### src/rtl/capture_dump.sv
// Read-back sequencer for the capture RAMs: walks one channel's circular buffer from oldest to
// newest sample and hands each byte to the UART transmitter, then re-arms the capture unit.
module capture_dump #(
   parameter int unsigned ENTRIES = 384,
   parameter int unsigned LOG2    = 9,
   parameter int unsigned NUM_CH  = 5
) (
   input  logic                clk,
   input  logic                rst,
   input  logic                dump_start,
   input  logic [2:0]          ch_sel,
   input  logic [LOG2-1:0]     waddr_end,
   input  logic [8*NUM_CH-1:0] rdata,
   input  logic                tx_done,
   output logic                ren,
   output logic [LOG2-1:0]     raddr,
   output logic                tx_start,
   output logic [7:0]          tx_data,
   output logic                busy,
   output logic                dump_done,
   output logic                clr_capture_done,
   output logic                dump_err
);

   typedef enum logic [2:0] {
      StIdle,
      StRead,
      StLat,
      StSend,
      StWaitTx,
      StDone
   } state_e;

   // Wrap point is the last real entry, not the top of the address space.
   localparam logic [LOG2-1:0] LastAddr = LOG2'(ENTRIES - 1);

   state_e          state_q, state_d;
   logic [LOG2-1:0] addr_q, addr_d;
   logic [LOG2-1:0] cnt_q, cnt_d;
   logic [2:0]      ch_q, ch_d;
   logic [7:0]      tx_data_q, tx_data_d;
   logic            dump_err_q, dump_err_d;
   logic [7:0]      lane;
   logic            ch_ok;
   logic            waddr_ok;

   assign ch_ok    = 32'(ch_sel) < NUM_CH;
   assign waddr_ok = 32'(waddr_end) < ENTRIES;

   always_comb begin
      lane = '0;
      for (int k = 0; k < NUM_CH; k++) begin
         if (32'(ch_q) == k) begin
            lane = rdata[8*k +: 8];
         end
      end
   end

   always_comb begin
      state_d          = state_q;
      addr_d           = addr_q;
      cnt_d            = cnt_q;
      ch_d             = ch_q;
      tx_data_d        = tx_data_q;
      dump_err_d       = 1'b0;
      ren              = 1'b0;
      tx_start         = 1'b0;
      dump_done        = 1'b0;
      clr_capture_done = 1'b0;

      unique case (state_q)
         StIdle: begin
            if (dump_start) begin
               if (ch_ok) begin
                  ch_d    = ch_sel;
                  cnt_d   = '0;
                  addr_d  = waddr_ok ? waddr_end : '0;
                  state_d = StRead;
               end else begin
                  dump_err_d = 1'b1;
               end
            end
         end
         StRead: begin
            ren     = 1'b1;
            state_d = StLat;
         end
         StLat: begin
            // RAM data for the address presented in StRead is valid now.
            tx_data_d = lane;
            state_d   = StSend;
         end
         StSend: begin
            tx_start = 1'b1;
            state_d  = StWaitTx;
         end
         StWaitTx: begin
            if (tx_done) begin
               if (cnt_q == LastAddr) begin
                  state_d = StDone;
               end else begin
                  cnt_d   = cnt_q + LOG2'(1);
                  addr_d  = (addr_q == LastAddr) ? '0 : addr_q + LOG2'(1);
                  state_d = StRead;
               end
            end
         end
         StDone: begin
            dump_done        = 1'b1;
            clr_capture_done = 1'b1;
            state_d          = StIdle;
         end
         default: begin
            state_d = StIdle;
         end
      endcase
   end

   always_ff @(posedge clk) begin
      if (rst) begin
         state_q    <= StIdle;
         addr_q     <= '0;
         cnt_q      <= '0;
         ch_q       <= '0;
         tx_data_q  <= '0;
         dump_err_q <= 1'b0;
      end else begin
         state_q    <= state_d;
         addr_q     <= addr_d;
         cnt_q      <= cnt_d;
         ch_q       <= ch_d;
         tx_data_q  <= tx_data_d;
         dump_err_q <= dump_err_d;
      end
   end

   assign raddr    = addr_q;
   assign tx_data  = tx_data_q;
   assign busy     = (state_q != StIdle);
   assign dump_err = dump_err_q;

endmodule

### config.mk
export PLATFORM = sky130hd
export DESIGN_NAME = capture_dump
export DESIGN_NICKNAME = d
export VERILOG_FILES = /design/src/rtl/capture_dump.sv
export SDC_FILE = /design/constraint.sdc
export NUM_CORES = 1
export LEC_CHECK = 0
export BUFFER_PORTS_ARGS = -buffer_cell sky130_fd_sc_hd__buf_2
export CAP_MARGIN = 30
export CORE_ASPECT_RATIO = 0.75
export CORE_MARGIN = 2
export CORE_UTILIZATION = 49
export DETAILED_ROUTE_END_ITERATION = 12
export PLACE_DENSITY = 0.8
export SLEW_MARGIN = 30
export SYNTH_ARGS = -nofsm -noshare
export SYNTH_HDL_FRONTEND = slang
export SYNTH_SLANG_ARGS = --single-unit
### constraint.sdc
create_clock -name clk -period 2.3 [get_ports clk]
set_input_delay 0.46 -clock clk [delete_from_list [all_inputs] [get_ports clk]]
set_output_delay 0.46 -clock clk [all_outputs]
set_load 0.005 [all_outputs]
==> impl_metrics.ini, run 1 <==
[timing]
fmaxAchievable_mhz = 475
relSlewSlack = 0.581
tightestPinTransition_ns = 0.628
fin_crit_ns = 2.10
rsz0062_at_grt = false
hold_viol_final = 0
worst_clock_skew_ns = 0.00834
slew_viol_final = 0
fin_crit_sh = 0.915
setup_viol = 0
fin_setup_tns_ns = 0

[synthesis]
yosys.area_share.adder = 0.0122
ys.flop_type = dfxtp_1
syn-num-nets = 289
synth.distinct_cells = 54
synth_top_family_by_area = compound AO/OA/AOI/OAI gates
seq_area_frac_synth = 0.323
synth_compound_gate_area_share = 0.272
yosys_register_bits = 33
synth_xor_area_frac = 0.00428
synth_edf_count = 0
syn-mean-instance-area_um2 = 8.87
syn_area_mm2 = 0.00205
syn_inst = 231
yosysWarnings = 0
synth-simple-area-share = 0.262
synth_mux_area_frac = 0.0623
synthArstFlopShare = 0

[grt]
grt_first_pass_wirelength_um = 9230
grt_pass1_vias = 1949
overflow = 0
grt_usage = 0.248
antenna_found_initial = 0
grt_max_degree = 28

[place]
io_buffer_count = 78
dpl-instance-area_mm2 = 0.00247
post-dp-hpwl_um = 4100
globalplace.congestion = 0.829

[clock_network]
htreeDepth = 2
cts.sinks = 33
insertion_delay_ns = 0.29
cts_made_buffers = 5
clk_path_buf_depth = 2
ctsRootBufferMaster = clkbuf_8
clkTransAtPathRegs_ns = 0.07
tritoncts = built
cts_resized = 0
post-cts-setup-buffers = 0
hold_buffers = 0

[setup_path]
required_ns = 2.45
crit_type = reg2reg
worstSetupStartpointType = flip-flop
cp_max_fo = 7
cp-startpoint = state_q[2]
rrSetupSlack_ns = 0.20
r2r-start = state_q[2]
r2r-end = raddr[2]
reg2reg_depth = 4
critPathArrivalTime_ns = 2.25
critPathCapture = raddr[2]
end_kind = flip-flop

[floorplan]
num_rows = 20
core-area_mm2 = 0.00403
io_pins = 79
die_area_mm2 = 0.00472
die_h_um = 60.0
initial_core_util = 0.508
fp.dieW_um = 78.7

[cells_and_area]
fin_area_mm2 = 0.00255
n_fill_cell = 364
final_nets = 366
syn_to_final_growth_pct = 24.6
drive_above_1_share = 0.337
n_antenna_cell = 0

[pwr]
power.leakage_uw = 0.00104
power_density_mw_per_mm2 = 547
ir_worst_vdd_mv = 0.412

[route]
wl_per_cell_um = 15.2
vias_per_cell = 6.07
drtIter0Drc = 135
totalWireLength_um = 5520
vias = 2210
ant_nets = 0
dr.pass1.iters = 4
drc = 0

[worst_hold_path]
min_path_type = in2reg
holdCritStartpoint = ch_sel[1]

[job]
maxCapViolations = 0

[status]
status = complete, no violations
[power by group]
part	switching, uW	internal [uW]
sequential	42.4	608
combinational	160	159
clock	212	215
total	414	982
[critical path, stage by stage (launching register included)]
cell	delay (ns)
dfxtp_1	0.45
or3b_1	0.47
or4_1	0.71
nand2_1	0.22
o31ai_1	0.11
[logic make-up after synthesis]
family | after synthesis
AOI/OAI and AO/OA | 75
adders and majority gates | 2
xor gates and xnor gates | 1
DFF | 33
muxes | 9
and+or+nand+nor | 89
buffers and inverters | 22
[stage by stage]
step	utilization	hold WS, ns	setup WS [ns]	std cells	total power [uW]
3_5_place_dp	0.613	0.463	0.233	356	979
3_3_place_gp	0.613	0.452	0.271	356	974
5_1_grt	0.633	0.455	0.0884	364	1480
6_report	0.633	0.439	0.197	364	1400
2_1_floorplan	-	0.440	0.370	231	852
4_1_cts	0.633	0.441	0.203	364	1400
[worst min path at each step]
stage               endpoint  slack (ns)  cells past startpoint
finish               ch_q[1]        0.44                      3
global route         ch_q[1]        0.46                      3
CTS                  ch_q[1]        0.44                      3
detailed placement   ch_q[2]        0.46                      2
global placement     ch_q[2]        0.45                      2
floorplan            ch_q[2]        0.44                      2
[cells in the mapped netlist, types with 4 or more instances]
cell type | instances | share of area
dfxtp_1 | 33 | 0.32
nand2_1 | 20 | 0.037
a21oi_1 | 14 | 0.034
nor2_1 | 12 | 0.022
nand3_1 | 9 | 0.022
a22oi_1 | 8 | 0.029
a311oi_1 | 8 | 0.034
a31oi_1 | 8 | 0.024
nand4_1 | 8 | 0.024
a211oi_1 | 6 | 0.022
clkbuf_1 | 6 | 0.011
mux2i_1 | 6 | 0.029
o31ai_1 | 6 | 0.022
buf_6 | 5 | 0.027
nor3b_1 | 5 | 0.018
o2bb2ai_1 | 5 | 0.021
or4_1 | 5 | 0.018
and3_1 | 4 | 0.012
nand2b_1 | 4 | 0.012
nor3_1 | 4 | 0.0098
o21ai_0 | 4 | 0.0098
o311ai_0 | 4 | 0.017
[metal layers]
layer | GRT usage | part of all wire | vias to the layer above
met5 | 0 | 0 | -
met4 | 0.0576 | 0.0029 | 0
met3 | 0.0574 | 0.071 | 2
met2 | 0.375 | 0.45 | 90
met1 | 0.362 | 0.47 | 1048
li1 | - | - | 1070
[sequential cells by signal, summed over array words and instances, names as in the netlist]
signal,flops
dump_err,1
ch_q,3
tx_data,8
cnt_q,9
raddr,9
state_q,3
[final cells by class]
class / instances / area, um2 / share of cell area
clock buffer: 8 / 80.1 / 0.0314
inverter: 4 / 15.0 / 0.00589
multi-input combinational: 176 / 1260 / 0.494
sequential: 33 / 661 / 0.259
tap: 55 / 68.8 / 0.0270
timing repair buffer: 88 / 465 / 0.182
[layout by cell type, fill, tap and decap left out, drive strengths merged, types with 2 or more instances in the layout]
cell type,netlist,final
nand3,9,9
and4,2,2
nor4,3,3
clkbuf,7,8
a31oi,8,8
and3b,2,2
buf,11,88
o311ai,4,4
or4,5,5
or3,3,3
o31ai,6,6
nand2,20,20
nand3b,2,2
mux4,3,3
nor2,12,12
ha,2,2
nand4,8,8
and3,4,4
nor3b,6,6
o21ai,5,5
a32o,2,2
a311oi,8,8
a211oi,6,6
mux2i,6,6
inv,3,3
o2bb2ai,5,5
a22oi,9,9
dfxtp,33,33
nor3,4,4
a21oi,15,15
nand2b,4,4
No activity file was read; power rests on OpenSTA's default activity.
==> inputs of run 2 (changes only) <==
--- a/config.mk
+++ b/config.mk
@@ -9,9 +9,9 @@
 export CAP_MARGIN = 30
 export CORE_ASPECT_RATIO = 0.75
 export CORE_MARGIN = 2
-export CORE_UTILIZATION = 49
+export CORE_UTILIZATION = 53
 export DETAILED_ROUTE_END_ITERATION = 12
-export PLACE_DENSITY = 0.8
+export PLACE_DENSITY = 0.86
 export SLEW_MARGIN = 30
 export SYNTH_ARGS = -nofsm -noshare
 export SYNTH_HDL_FRONTEND = slang
==> constraint.sdc (replaced) <==
create_clock -name clk -period 2.57 [get_ports clk]
set_input_delay 0.514 -clock clk [delete_from_list [all_inputs] [get_ports clk]]
set_output_delay 0.514 -clock clk [all_outputs]
set_load 0.005 [all_outputs]
==> run 2 against run 1 <==
  * Clock power is 6.8% lower
  * Hold slack improved by 0.024 ns
  * Critical path depth is the same
  * Fmax shrank 2.2%
  * Flip-flop and latch count unchanged
  * Total power fell by 9.8%
  * Wire length shrank 1.3%
  * Count of clock-buffer cells in the layout fell by 1
  * Critical endpoint is now raddr[3]
  * Largest cell class unchanged
==> impl_metrics.ini, run 2 (same netlist as run 1, synthesis figures left out) <==
[route]
ant_nets = 0
wl_per_cell_um = 15.3
vias = 2169
totalWireLength_um = 5450
drc = 0
vias_per_cell = 6.08
drtIter0Drc = 134
dr.pass1.iters = 4

[cells_and_area]
drive_above_1_share = 0.331
mostFrequentLayoutCells = 78 x buf_2, 33 x dfxtp_1, 20 x nand2_1
n_antenna_cell = 0
final_nets = 363
mostFrequentLayoutCell = buf_2
syn_to_final_growth_pct = 23.3
fin_area_mm2 = 0.00253

[timing]
slew_viol_final = 0
hold_viol_final = 0
fin_crit_sh = 0.837
worst_clock_skew_ns = 0.00496
tightestPinTransition_ns = 0.861
fmaxAchievable_mhz = 465
fin_setup_tns_ns = 0
rsz0062_at_grt = false
setup_viol = 0
relSlewSlack = 0.426
fin_crit_ns = 2.15

[clock_network]
clk_path_buf_depth = 2
insertion_delay_ns = 0.29
clkTransAtPathRegs_ns = 0.07
post-cts-setup-buffers = 0
cts_resized = 0
htreeDepth = 2
tritoncts = built
cts.sinks = 33
ctsRootBufferMaster = clkbuf_8
hold_buffers = 0
cts_made_buffers = 5

[setup_path]
crit_type = reg2reg
worstSetupStartpointType = flip-flop
path_buf_inv = 0
cpLargestDelayFamily = simple AND/OR/NAND/NOR gates
end_kind = flip-flop
max_stage_delay_ns = 0.69
required_ns = 2.72
cp_max_fo = 12
cp_cell_sequence = or3b_1 -> or4_1 -> nand2_1 -> o32ai_1
crit_slowest_cell = or4_1
critPathArrivalTime_ns = 2.30

[grt]
grt_usage = 0.270
grt_pass1_vias = 2002
overflow = 0
grt_first_pass_wirelength_um = 9090
antenna_found_initial = 0
grt_max_degree = 28

[floorplan]
fp.dieW_um = 75.8
num_rows = 19
die_area_mm2 = 0.00438
core-area_mm2 = 0.00368
io_pins = 79
initial_core_util = 0.556
die_h_um = 57.8

[job]
maxCapViolations = 0

[place]
post-dp-hpwl_um = 3970
globalplace.congestion = 0.866
io_buffer_count = 78
dpl-instance-area_mm2 = 0.00244

[worst_hold_path]
min_path_type = reg2reg

[pwr]
power_density_mw_per_mm2 = 499
power.leakage_uw = 0.00103
ir_worst_vdd_mv = 0.369

[status]
status = complete, no violations
==> run 2: changes by cell type in the layout (fill, tap and decap cells not counted) <==
| cell | delta |
|---|---|
| buf_4 | -3 |
| clkbuf_1 | -2 |
| clkbuf_8 | +1 |
| nor3b_1 | +1 |
| nor3b_2 | -1 |
==> run 2: area by class of cell <==
type / instances / area [um2]
Clock buffer: 7 / 86.3
Multi-Input combinational cell: 176 / 1260
Inverter: 4 / 15.0
Fill cell: 301 / 1160
Sequential cell: 33 / 661
Tap cell: 52 / 65.1
Timing Repair Buffer: 85 / 443
==> run 2: worst min-delay path, delay by kind of cell, from the launching register on <==
kind | cells | cell delay, ns
DFF | 1 | 0.32
and+or+nand+nor | 1 | 0.05
AOI/OAI and AO/OA | 1 | 0.05
==> run 2: layer usage <==
layer	vias to the layer above	track usage	part of all wire
met5	-	0	0
met4	0	0.0927	0.014
met3	9	0.0730	0.080
met2	102	0.384	0.44
met1	994	0.395	0.47
li1	1064	-	-
==> run 2: power breakdown <==
group          internal, uW  switching (uW)  leakage, uW
Combinational           135             139     0.000713
Clock                   212             186    0.0000443
Sequential              544            43.3     0.000268
Total                   891             368      0.00103
==> run 2: path summary, 6_finish.rpt <==
check / from / endpoint / slack, ns / depth (start not counted)
hold / removal: ch_q[2] / ch_q[2] / 0.46 / 2
hold reg to reg: ch_q[2] / ch_q[2] / 0.46 / 2
setup / recovery: state_q[2] / raddr[3] / 0.42 / 4
setup reg to reg: state_q[2] / raddr[3] / 0.42 / 4
==> run 2: stage by stage <==
step / cells / hold slack (ns) / power [uW] / util / worst slack [ns]
2_1_floorplan: 231 / 0.440 / 762 / - / 0.640
3_5_place_dp: 350 / 0.456 / 868 / 0.662 / 0.449
3_3_place_gp: 350 / 0.451 / 861 / 0.662 / 0.482
4_1_cts: 357 / 0.465 / 1260 / 0.686 / 0.431
6_report: 357 / 0.463 / 1260 / 0.686 / 0.420
5_1_grt: 357 / 0.493 / 1320 / 0.686 / 0.245
==> inputs of run 3 (changes only) <==
--- a/config.mk
+++ b/config.mk
@@ -9,9 +9,9 @@
 export CAP_MARGIN = 30
 export CORE_ASPECT_RATIO = 0.75
 export CORE_MARGIN = 2
-export CORE_UTILIZATION = 53
+export CORE_UTILIZATION = 44
 export DETAILED_ROUTE_END_ITERATION = 12
-export PLACE_DENSITY = 0.86
+export PLACE_DENSITY = 0.76
 export SLEW_MARGIN = 30
 export SYNTH_ARGS = -nofsm -noshare
 export SYNTH_HDL_FRONTEND = slang
==> constraint.sdc (replaced) <==
create_clock -name clk -period 1.9 [get_ports clk]
set_input_delay 0.38 -clock clk [delete_from_list [all_inputs] [get_ports clk]]
set_output_delay 0.38 -clock clk [all_outputs]
set_load 0.005 [all_outputs]
==> run 3 against run 2 <==
  * Sequential power up 32%
  * Critical path depth unchanged
  * Die area increased by 19%
  * Fmax grew 17%
  * Count of clock-buffer cells in the layout shrank 1
  * Largest cell class unchanged
  * Highest routed layer unchanged
==> impl_metrics.ini, run 3 (same netlist as run 1, synthesis figures left out) <==
[status]
status = complete, no violations

[timing]
rsz0062_at_grt = true
slew_viol_final = 0
setup_viol = 0
fin_crit_sh = 0.964
worst_clock_skew_ns = 0.00750
fin_crit_ns = 1.83
fmaxAchievable_mhz = 546
tightestPinTransition_ns = 0.504
hold_viol_final = 0
relSlewSlack = 0.662
fin_setup_tns_ns = 0

[floorplan]
die_area_mm2 = 0.00522
core-area_mm2 = 0.00447
num_rows = 21
initial_core_util = 0.459
die_h_um = 63.1
fp.dieW_um = 82.8
io_pins = 79

[grt]
use_met3 = 0.0559
grt_usage = 0.231
use_met1 = 0.350
grt_use_met2 = 0.317
grt_max_degree = 20
busiest_layer = met1
grt_first_pass_wirelength_um = 9370
antenna_found_initial = 0
overflow = 0
grt_pass1_vias = 2042

[cells_and_area]
syn_to_final_growth_pct = 31.0
mostFrequentLayoutCell = buf_2
n_antenna_cell = 0
drive_above_1_share = 0.387
n_fill_cell = 419
layout.cells.non_filler = 380
final_nets = 380
mostFrequentLayoutCells = 78 x buf_2, 33 x dfxtp_1, 24 x buf_4
final_util = 0.601

[pwr]
power.internal_uw = 1190
switchingPower_uw = 510
clkPwrFrac = 0.300
power.leakage_uw = 0.00112
ir_worst_vdd_mv = 0.433
swShare = 0.299
finalPower_uw = 1700
power_density_mw_per_mm2 = 635
pwr-share-seq = 0.453
combPwrFrac = 0.248

[setup_path]
critPathArrivalTime_ns = 2.00
crit_slowest_cell = or4_1
cp_max_fo = 7
max_stage_delay_ns = 0.66
crit_type = reg2reg
worstSetupStartpointType = flip-flop
required_ns = 2.07
end_kind = flip-flop
cp_cell_sequence = or3b_1 -> or4_1 -> nand2_1 -> o32ai_2

[route]
wl_per_cell_um = 15.1
dr.pass1.iters = 4
totalWireLength_um = 5760
ant_nets = 0
drtIter0Drc = 218
drc = 0
vias = 2291
vias_per_cell = 6.03

[clock_network]
tritoncts = built
cts_made_buffers = 5
hold_buffers = 0
clk_path_buf_depth = 2
ctsRootBufferMaster = clkbuf_8
insertion_delay_ns = 0.28
clkTransAtPathRegs_ns = 0.07
htreeDepth = 2
cts.sinks = 33

[place]
io_buffer_count = 78
post-dp-hpwl_um = 4460
globalplace.congestion = 0.854
place_inst = 372

[job]
maxCapViolations = 0

[worst_hold_path]
min_path_type = in2reg
[run 3: cell types whose count changed in the layout (fill, tap and decap cells not counted), sizes merged]
cell    change
clkinv      +2
clkbuf      -1
buf        +17
[run 3: layer usage]
| metal | wire length, um | vias to the layer above |
|---|---|---|
| met2 | 2540 | 97 |
| met5 | 0 | - |
| met3 | 507 | 5 |
| met4 | 53 | 0 |
| met1 | 2650 | 1084 |
| li1 | - | 1105 |
[run 3: timing repair]
action	4_1_cts	5_1_grt
gates resized for setup	1	6
buffers inserted	0	0
setup endpoints to repair	1	17
pin swaps	0	1
[run 3: final timing paths]
kind,startpoint,end,slack [ns],depth (start not counted)
min,ch_sel[2],ch_q[2],0.38,3
max reg2reg,state_q[2],raddr[3],0.07,4
min reg2reg,ch_q[2],ch_q[2],0.47,2
max,state_q[2],raddr[3],0.07,4
[run 3: cell type report]
cell class                 count  area, um2  area share
clock buffer                   6       72.6      0.0271
clock inverter                 2       10.0     0.00373
inverter                       4       15.0     0.00560
multi-input combinational    176       1280       0.478
sequential                    33        661       0.246
tap                           57       71.3      0.0266
timing repair buffer         102        571       0.213
[run 3: metrics by stage]
| step | area [um2] | setup slack, ns | hold slack, ns |
|---|---|---|---|
| floorplan | 2060 | -0.00883 | 0.440 |
| global placement | 2580 | 0.111 | 0.452 |
| detailed placement | 2580 | -0.0336 | 0.465 |
| CTS | 2660 | 0.0428 | 0.379 |
| global route | 2680 | -0.0190 | 0.395 |
| finish | 2680 | 0.0689 | 0.378 |
[run 3: worst max-delay path, delay by kind of cell (launching register included)]
kind | cells | cell delay (ns)
flip-flops | 1 | 0.33
AND/OR/NAND/NOR | 3 | 1.28
AO/OA/AOI/OAI | 1 | 0.11
[run 3: power groups by stage]
stage	Sequential (uW)	Clock [uW]	Combinational [uW]
2_1_floorplan	782	0	249
3_3_place_gp	784	0	408
3_5_place_dp	786	0	414
4_1_cts	771	515	416
5_1_grt	779	555	471
6_report	772	511	423
